===== config.mk =====
export PLATFORM = sky130hd
export DESIGN_NAME = move_scheduler
export DESIGN_NICKNAME = d
export VERILOG_FILES = /design/src/rtl/move_scheduler.sv
export SDC_FILE = /design/constraint.sdc
export NUM_CORES = 1
export LEC_CHECK = 0
export CAP_MARGIN = 10
export CORE_ASPECT_RATIO = 0.7
export CORE_MARGIN = 8
export CORE_UTILIZATION = 49
export CTS_CLUSTER_DIAMETER = 100
export CTS_CLUSTER_SIZE = 12
export DETAILED_ROUTE_END_ITERATION = 10
export GPL_TIMING_DRIVEN = 0
export PLACE_DENSITY = 0.78
export SLEW_MARGIN = 20
export SYNTH_ARGS = -nofsm -noshare
export SYNTH_HDL_FRONTEND = slang
export SYNTH_SLANG_ARGS = --single-unit

===== constraint.sdc =====
create_clock -name clk -period 4.3 [get_ports clk]
set_input_delay 1.29 -clock clk [delete_from_list [all_inputs] [get_ports clk]]
set_output_delay 1.29 -clock clk [all_outputs]
set_load 0.01 [all_outputs]

===== src/rtl/move_scheduler.sv =====
// move_scheduler
//   Sequences every command into the 2048 game datapath. Player button edges
//   and autoplay requests are arbitrated into a small circular move queue;
//   moves are replayed to game_logic as spaced one-cycle pulses. Host debug
//   grid writes are serialised so they never land while a move is in flight.
//
// Ports
//   clk, rst_n                  clock, synchronous active-low reset
//   i_btn_up/right/down/left    debounced player buttons (level)
//   i_auto_enable/valid/dir     autoplay requester; o_auto_ready accepts
//   i_dbg_wr_valid/addr/data    host grid write; o_dbg_wr_ready accepts
//   i_flush                     discard all queued moves
//   i_clr_overflow              clear sticky overflow flag
//   o_move_up/right/down/left   one-hot single-cycle move pulse
//   o_debug_grid_valid/addr/data  single-cycle grid write strobe
//   o_queue_count               moves currently queued
//   o_overflow                  sticky: a button move was dropped
//
// Direction code used internally: 0=left 1=right 2=up 3=down.
//
// state  | meaning
// S_IDLE | accept host write or pop next move
// S_MOVE | move pulse on o_move_*, gap timer loaded
// S_WAIT | gap timer counting down to 0
// S_DBG  | debug grid strobe on o_debug_grid_*
module move_scheduler #(
  parameter int FIFO_DEPTH = 4,
  parameter int GAP_CYCLES = 16
) (
  input  logic                          clk,
  input  logic                          rst_n,
  input  logic                          i_btn_up,
  input  logic                          i_btn_right,
  input  logic                          i_btn_down,
  input  logic                          i_btn_left,
  input  logic                          i_auto_enable,
  input  logic                          i_auto_valid,
  input  logic [1:0]                    i_auto_dir,
  output logic                          o_auto_ready,
  input  logic                          i_dbg_wr_valid,
  input  logic [3:0]                    i_dbg_wr_addr,
  input  logic [3:0]                    i_dbg_wr_data,
  output logic                          o_dbg_wr_ready,
  input  logic                          i_flush,
  input  logic                          i_clr_overflow,
  output logic                          o_move_up,
  output logic                          o_move_right,
  output logic                          o_move_down,
  output logic                          o_move_left,
  output logic                          o_debug_grid_valid,
  output logic [3:0]                    o_debug_grid_addr,
  output logic [3:0]                    o_debug_grid_data,
  output logic [$clog2(FIFO_DEPTH):0]   o_queue_count,
  output logic                          o_overflow
);

  localparam int PW = $clog2(FIFO_DEPTH);
  localparam int CW = PW + 1;
  localparam int TW = $clog2(GAP_CYCLES);

  typedef enum logic [1:0] {S_IDLE, S_MOVE, S_WAIT, S_DBG} state_t;

  state_t          r_state;
  state_t          w_next;
  logic [3:0]      r_btn_hist;
  logic [1:0]      r_fifo [FIFO_DEPTH];
  logic [PW-1:0]   r_wr_ptr;
  logic [PW-1:0]   r_rd_ptr;
  logic [CW-1:0]   r_count;
  logic [TW-1:0]   r_gap;
  logic [3:0]      r_move;
  logic            r_dbg_valid;
  logic [3:0]      r_dbg_addr;
  logic [3:0]      r_dbg_data;
  logic            r_overflow;

  logic [3:0]      w_btn;
  logic [3:0]      w_btn_rise;
  logic            w_btn_event;
  logic [1:0]      w_btn_dir;
  logic            w_full;
  logic            w_pop;
  logic            w_space;
  logic            w_push;
  logic [1:0]      w_push_dir;
  logic            w_drop;
  logic [1:0]      w_head;

  // Packed so that the bit index equals the direction code.
  assign w_btn       = {i_btn_down, i_btn_up, i_btn_right, i_btn_left};
  assign w_btn_rise  = w_btn & ~r_btn_hist;
  assign w_btn_event = |w_btn_rise;

  // Simultaneous edges collapse to one event: left > right > up > down.
  always_comb begin
    w_btn_dir = 2'd3;
    if (w_btn_rise[0])      w_btn_dir = 2'd0;
    else if (w_btn_rise[1]) w_btn_dir = 2'd1;
    else if (w_btn_rise[2]) w_btn_dir = 2'd2;
  end

  assign w_head  = r_fifo[r_rd_ptr];
  assign w_full  = (r_count == CW'(FIFO_DEPTH));
  // Host writes take priority over moves when both are pending in IDLE.
  assign w_pop   = (r_state == S_IDLE) & ~i_dbg_wr_valid & (r_count != '0) & ~i_flush;
  // A pop in the same cycle frees the slot a push needs.
  assign w_space = ~w_full | w_pop;

  assign o_auto_ready   = i_auto_enable & ~w_btn_event & ~i_flush & w_space;
  assign o_dbg_wr_ready = (r_state == S_IDLE);

  assign w_push     = ~i_flush & ((w_btn_event & w_space) | (o_auto_ready & i_auto_valid));
  assign w_push_dir = w_btn_event ? w_btn_dir : i_auto_dir;
  assign w_drop     = w_btn_event & w_full & ~w_pop;

  always_ff @(posedge clk) begin
    if (!rst_n) r_btn_hist <= '0;
    else        r_btn_hist <= w_btn;
  end

  // Queue storage needs no reset; occupancy is tracked by r_count.
  always_ff @(posedge clk) begin
    if (w_push) r_fifo[r_wr_ptr] <= w_push_dir;
  end

  always_ff @(posedge clk) begin
    if (!rst_n || i_flush) begin
      r_wr_ptr <= '0;
      r_rd_ptr <= '0;
      r_count  <= '0;
    end else begin
      if (w_push) r_wr_ptr <= r_wr_ptr + PW'(1);
      if (w_pop)  r_rd_ptr <= r_rd_ptr + PW'(1);
      case ({w_push, w_pop})
        2'b10:   r_count <= r_count + CW'(1);
        2'b01:   r_count <= r_count - CW'(1);
        default: r_count <= r_count;
      endcase
    end
  end

  always_ff @(posedge clk) begin
    if (!rst_n)              r_overflow <= 1'b0;
    else if (w_drop)         r_overflow <= 1'b1;
    else if (i_clr_overflow) r_overflow <= 1'b0;
  end

  always_ff @(posedge clk) begin
    if (!rst_n) r_state <= S_IDLE;
    else        r_state <= w_next;
  end

  always_comb begin
    w_next = r_state;
    case (r_state)
      S_IDLE: begin
        if (i_dbg_wr_valid) w_next = S_DBG;
        else if (w_pop)     w_next = S_MOVE;
      end
      S_MOVE:  w_next = S_WAIT;
      S_WAIT:  if (r_gap == '0) w_next = S_IDLE;
      S_DBG:   w_next = S_IDLE;
      default: w_next = S_IDLE;
    endcase
  end

  // Gap timer: loaded during the pulse, terminal count at zero.
  always_ff @(posedge clk) begin
    if (!rst_n)                                r_gap <= '0;
    else if (r_state == S_MOVE)                r_gap <= TW'(GAP_CYCLES - 1);
    else if (r_state == S_WAIT && r_gap != '0) r_gap <= r_gap - TW'(1);
  end

  // Outputs are registered so they line up exactly with MOVE / DBG.
  always_ff @(posedge clk) begin
    if (!rst_n) begin
      r_move      <= '0;
      r_dbg_valid <= 1'b0;
      r_dbg_addr  <= '0;
      r_dbg_data  <= '0;
    end else begin
      r_move      <= (w_next == S_MOVE) ? (4'b0001 << w_head) : 4'b0000;
      r_dbg_valid <= (w_next == S_DBG);
      if (r_state == S_IDLE && i_dbg_wr_valid) begin
        r_dbg_addr <= i_dbg_wr_addr;
        r_dbg_data <= i_dbg_wr_data;
      end
    end
  end

  assign o_move_left        = r_move[0];
  assign o_move_right       = r_move[1];
  assign o_move_up          = r_move[2];
  assign o_move_down        = r_move[3];
  assign o_debug_grid_valid = r_dbg_valid;
  assign o_debug_grid_addr  = r_dbg_addr;
  assign o_debug_grid_data  = r_dbg_data;
  assign o_queue_count      = r_count;
  assign o_overflow         = r_overflow;

endmodule


==> Yosys cells after proc, flatten, opt, wreduce, memory -nomap -nowiden <==
Memories as Yosys holds them, arrays and structs flattened. A register that Yosys moved wholly into a read port is not among the register bits.
Cells that the tools add are included.
{ "totals": {"reg_bits": 31, "mem_bits_rw": 8, "in_bits": 21, "out_inout_bits": 19, "word_cells": 76, "mem_count": 1} }
{ "memory_table": {"columns": ["memory", "words", "width", "read_ports", "rd_ports_with_merged_regs", "write_ports", "line", "rtl"], "rows": [
  ["r_fifo", 4, 2, 1, 1, 1, "66", "logic [1:0] r_fifo [FIFO_DEPTH];"]
]} }
{ "classes": {"addsub": 5, "n_eq_ne": 8, "shifts": 1, "n_mux": 17, "bitwise_logic": 20, "reduce_logical": 13} }
{ "ops": {"columns": ["op", "n"], "rows": [
  ["$mux 2", 8],
  ["$and 1x1->1", 11],
  ["$eq 2x2->1 const B", 4],
  ["$mux 4", 2],
  ["$pmux 2 s4", 1],
  ["$eq 2x1->1 const B", 3],
  ["$pmux 3 s2", 1],
  ["$reduce_bool 2->1", 3],
  ["$mux 1", 5],
  ["$not 1->1", 5],
  ["$add 2x1->2 const B", 2],
  ["$and 4x4->4", 1],
  ["$logic_not 4->1", 1],
  ["$not 4->4", 1],
  ["$reduce_bool 4->1", 1],
  ["$reduce_or 4->1", 1],
  ["$shl 1x2->4 const A", 1],
  ["$sub 4x1->4 const B", 1],
  ["$add 3x1->3 const B", 1],
  ["$eq 3x3->1 const B", 1],
  ["$reduce_bool 3->1", 1],
  ["$sub 3x1->3 const B", 1],
  ["$logic_and 1x1->1", 2],
  ["$logic_not 2->1", 1],
  ["4 further kinds", 5]
]} }

==> Longest topological paths before layout <==
{ "logic_depth": {"ltp_word": 12, "mapped_depth": 10, "mapped_depth_nobuf": 10} }

==> Least setup slack after synthesis <==
Ideal clock, no wire load.
{ "synth_timing": {"path_kind": "input to output", "startpoint": "input port i_btn_left", "endpoint": "output port o_auto_ready", "arrival_time_ns": 2.256, "required_ns": 3.010, "path_slack_ns": 0.754, "path_stages": 3, "n_path_buf": 0, "cell_sequence": "nor2b_1 -> nor4_1 -> and3_2"} }
{ "synth_via": {"elab_chain_len": 6} }
{ "synth_rtl": {"columns": ["element", "line", "rtl"], "rows": [
  ["start, declared", "35", "input logic i_btn_left,"],
  ["$and 4x4->4", "91", "assign w_btn_rise = w_btn & ~r_btn_hist;"],
  ["$reduce_or 4->1", "92", "assign w_btn_event = |w_btn_rise;"],
  ["$not 1->1", "109", "assign o_auto_ready = i_auto_enable & ~w_btn_event & ~i_flush & w_space;"],
  ["$and 1x1->1 (3 in a row)", "109", null],
  ["end, declared", "39", "output logic o_auto_ready,"]
]} }
No other way between the ends.

==> Worst setup path after layout <==
{ "layout_timing": {"startpoint": "input port i_dbg_wr_valid", "endpoint": "output port o_auto_ready"} }
{ "layout_via": {"elab_chain_len": 6} }
{ "layout_rtl": {"columns": ["element", "line", "rtl"], "rows": [
  ["start, declared", "40", "input logic i_dbg_wr_valid,"],
  ["$not 1->1", "105", "assign w_pop = (r_state == S_IDLE) & ~i_dbg_wr_valid & (r_count != '0) & ~i_flush;"],
  ["$and 1x1->1 (3 in a row)", "105", null],
  ["$or 1x1->1", "107", "assign w_space = ~w_full | w_pop;"],
  ["$and 1x1->1", "109", null]
]} }
No other way between the ends.

==> results.sh <==
export IMPL_powerDensity_mw_per_mm2=357
export IMPL_max_slew_worst_pin_slew_ns=0.547
export IMPL_dr_pass1_iters=4
export IMPL_cts_max_level=2
export IMPL_wl_per_cell_um=14.3
export IMPL_crit_path_cell_trace="clkdlybuf4s50_1 > or4_4 > a31oi_4 > and3_2 > dlygate4sd2_1"
export IMPL_drive_gt1_share_pct=8.26
export IMPL_ir_drop_mv=0.272
export IMPL_nets=245
export IMPL_total_power_w=0.000821
export IMPL_grt_max_degree=14
export IMPL_clk_latency_ns=0.29
export IMPL_fin_crit_sh_pct=98.1
export IMPL_hold_path_class="reg2reg"
export IMPL_critical_path_buf_inv_count=2
export IMPL_status="finished, final reports clean"
export IMPL_slew_headroom_pct=63.3
export IMPL_cp_data_required_time_ns=3.01
export IMPL_fmax_ghz=0.237
export IMPL_cp_end_kind="primary output"
export IMPL_synthesis_area_per_instance_um2=10.2
export IMPL_num_vias=1340
export IMPL_preCtsSetupSlack_ns=-0.343
export IMPL_fp_row_count=18
export IMPL_post_cts_setup_buffer_count=0
export IMPL_die_h_um=65.8
export IMPL_cts_tree="built"
export IMPL_cp_top_family="buffers and inverters"
export IMPL_clkSinkCount=41
export IMPL_start_kind="input port"
export IMPL_gp_congestion=0.761
export IMPL_timing_setup_tns_ns=0
export IMPL_finalSetupViolCount=0
export IMPL_track_usage_pct=14.3
export IMPL_postRouteAntennaNets=0
export IMPL_ys_ff_latch=41
export IMPL_finalHoldViolCount=0
export IMPL_yosysUniqueCellTypes=40
export IMPL_ios=40
export IMPL_place_hpwl_um=3030
export IMPL_drt_iter0_markers=62
export IMPL_postLayoutCoreUtil_pct=66.2
export IMPL_antenna_found_initial=0
export IMPL_final_common_cell="clkdlybuf4s50_1"
export IMPL_nFillCells=284
export IMPL_clockBufferDepth=2
export IMPL_routed_wl_um=3830
export IMPL_layout_common_cells="clkdlybuf4s50_1 (37), dfxtp_1 (33), nand2_1 (25)"
export IMPL_final_min_clock_period_ns=4.22
export IMPL_slew_violations=0
export IMPL_grt_pass1_wl_um=6310
export IMPL_fp_coreArea_mm2=0.00347
export IMPL_die_area_mm2=0.00574
export IMPL_die_x_um=87.2
export IMPL_grt_pass1_vias=1376
export IMPL_skew_ns=0.00665
export IMPL_overflow=0
export IMPL_crit_type="in2out"
export IMPL_rsz0062_at_grt="false"
export IMPL_ys_seq_area_share_pct=51.8
export IMPL_cp_slowest_stage_delay_ns=0.49
export IMPL_cts_root_buf="clkbuf_8"
export IMPL_synth_nets=199
export IMPL_r2r_slack_ns=1.74
export IMPL_netlist_area_mm2=0.00174
export IMPL_initial_utilization_pct=50.1
export IMPL_diodes=0
export IMPL_postSynthCellCount=171
export IMPL_cts_buffers=5
export IMPL_cp_slowest_cell="or4_4"
export IMPL_port_buffers=39
export IMPL_p_leak_nw=0.838
export IMPL_yosysWarnings=0
export IMPL_worstPathMaxFanout=5
export IMPL_drc_errors=0
export IMPL_cp_arrival_ns=2.93
export IMPL_clk_pin_slew_ns=0.07
export IMPL_cap_violations=0
export IMPL_syn_to_final_growth_pct=32.2
export IMPL_vias_per_cell=5.00
export IMPL_worst_slack_ns=0.0811
metrics by stage:
step	cell area, um2	hold slack [ns]	instances
after floorplan	1740	0.468	171
after global placement	2190	0.441	260
after detailed placement	2190	0.449	260
after CTS	2300	0.459	268
after global routing	2300	0.485	268
final	2300	0.457	268
cell families after synthesis:
kind of cell / synth area share (%)
fa+ha+maj: 5.47
xor+xnor: 2.02
buf+inv: 2.81
flops: 51.8
compound gates: 11.2
mux: 4.39
simple gates: 22.3
final timing paths:
check / start / cells after the start / end
max: i_dbg_wr_valid / 5 / o_auto_ready
min: o_debug_grid_addr[2] / 2 / o_debug_grid_addr[2]
max reg2reg: r_state[0] / 10 / o_queue_count[2]
min reg2reg: o_debug_grid_addr[2] / 2 / o_debug_grid_addr[2]
final cells by class:
type / instances / area [um2] / share of cell area, %
clock buffers: 7 / 86.3 / 3.76
flip-flops and latches: 41 / 901 / 39.2
multi-input cells: 117 / 803 / 35.0
repair buffers: 39 / 388 / 16.9
inverters: 10 / 37.5 / 1.63
clock inverters: 1 / 7.51 / 0.327
plain buffers: 3 / 11.3 / 0.490
well taps: 50 / 62.6 / 2.72
sequential cells by signal, summed over array words and instances (netlist names), named ones only:
signal,flops
r_fifo,8
o_overflow,1
r_move,4
r_gap,4
o_queue_count,3
o_debug_grid_data,4
o_debug_grid_addr,4
r_btn_hist,4
r_wr_ptr,2
r_state,2
r_rd_ptr,2
o_debug_grid_valid,1
tightest hold or removal path, stage by stage (launching register included):
cell and delay [ns]:
dfxtp_1 0.31, nand2_1 0.05, a21boi_1 0.05
report_power, final:
part	internal [W]	switching, W
logic	0.0000695	0.0000664
registers	0.000413	0.0000138
clock network	0.000130	0.000128
total	0.000613	0.000208
synthesized netlist by cell type:
library cell  count  area (um2)
o311a_1           1        10.0
or4_4             1        11.3
mux4_2            2        45.0
o21ba_2           1        10.0
a21boi_0          5        37.5
a21oi_1           3        15.0
xnor2_1           2        17.5
a21boi_1          5        37.5
edfxtp_1          8         240
xor2_1            2        17.5
o21a_1            2        15.0
o21ai_0           1        5.00
and3_2            1        7.51
nand3b_1          1        7.51
nor4_1            1        6.26
fa_1              1        20.0
and2_1           10        62.6
nand2_1          25        93.8
mux2_2            1        11.3
nor2b_1           6        37.5
ha_1              6        75.1
nand3_1           2        10.0
a21bo_2           1        10.0
mux2i_1           2        20.0
inv_1            10        37.5
a221oi_1          1        8.76
nor2_4            1        11.3
nor3_1            7        35.0
dfxtp_1          33         661
or3_1             2        12.5
o211ai_1          1        7.51
clkbuf_1          3        11.3
a21boi_4          1        18.8
nand2b_1          3        18.8
nor3b_1           1        7.51
nor2_1           14        52.6
or2b_1            1        7.51
o22ai_1           1        6.26
and3_1            1        6.26
a31oi_2           1        12.5
per-layer routing:
layer | up-vias | part of all wire (%) | routed length, um | global-route usage [%]
li1 | 666 | - | - | -
met1 | 642 | 44 | 1670 | 15.7
met2 | 22 | 50 | 1930 | 24.6
met3 | 10 | 4.2 | 161 | 4.47
met4 | 0 | 2.0 | 75 | 7.04
met5 | - | 0 | 0 | 0
repair_timing:
action                     CTS  global route
gates resized for setup      4             0
hold buffers                 0             0
setup endpoints to repair    1             0
(Power assumes the default switching activity.)
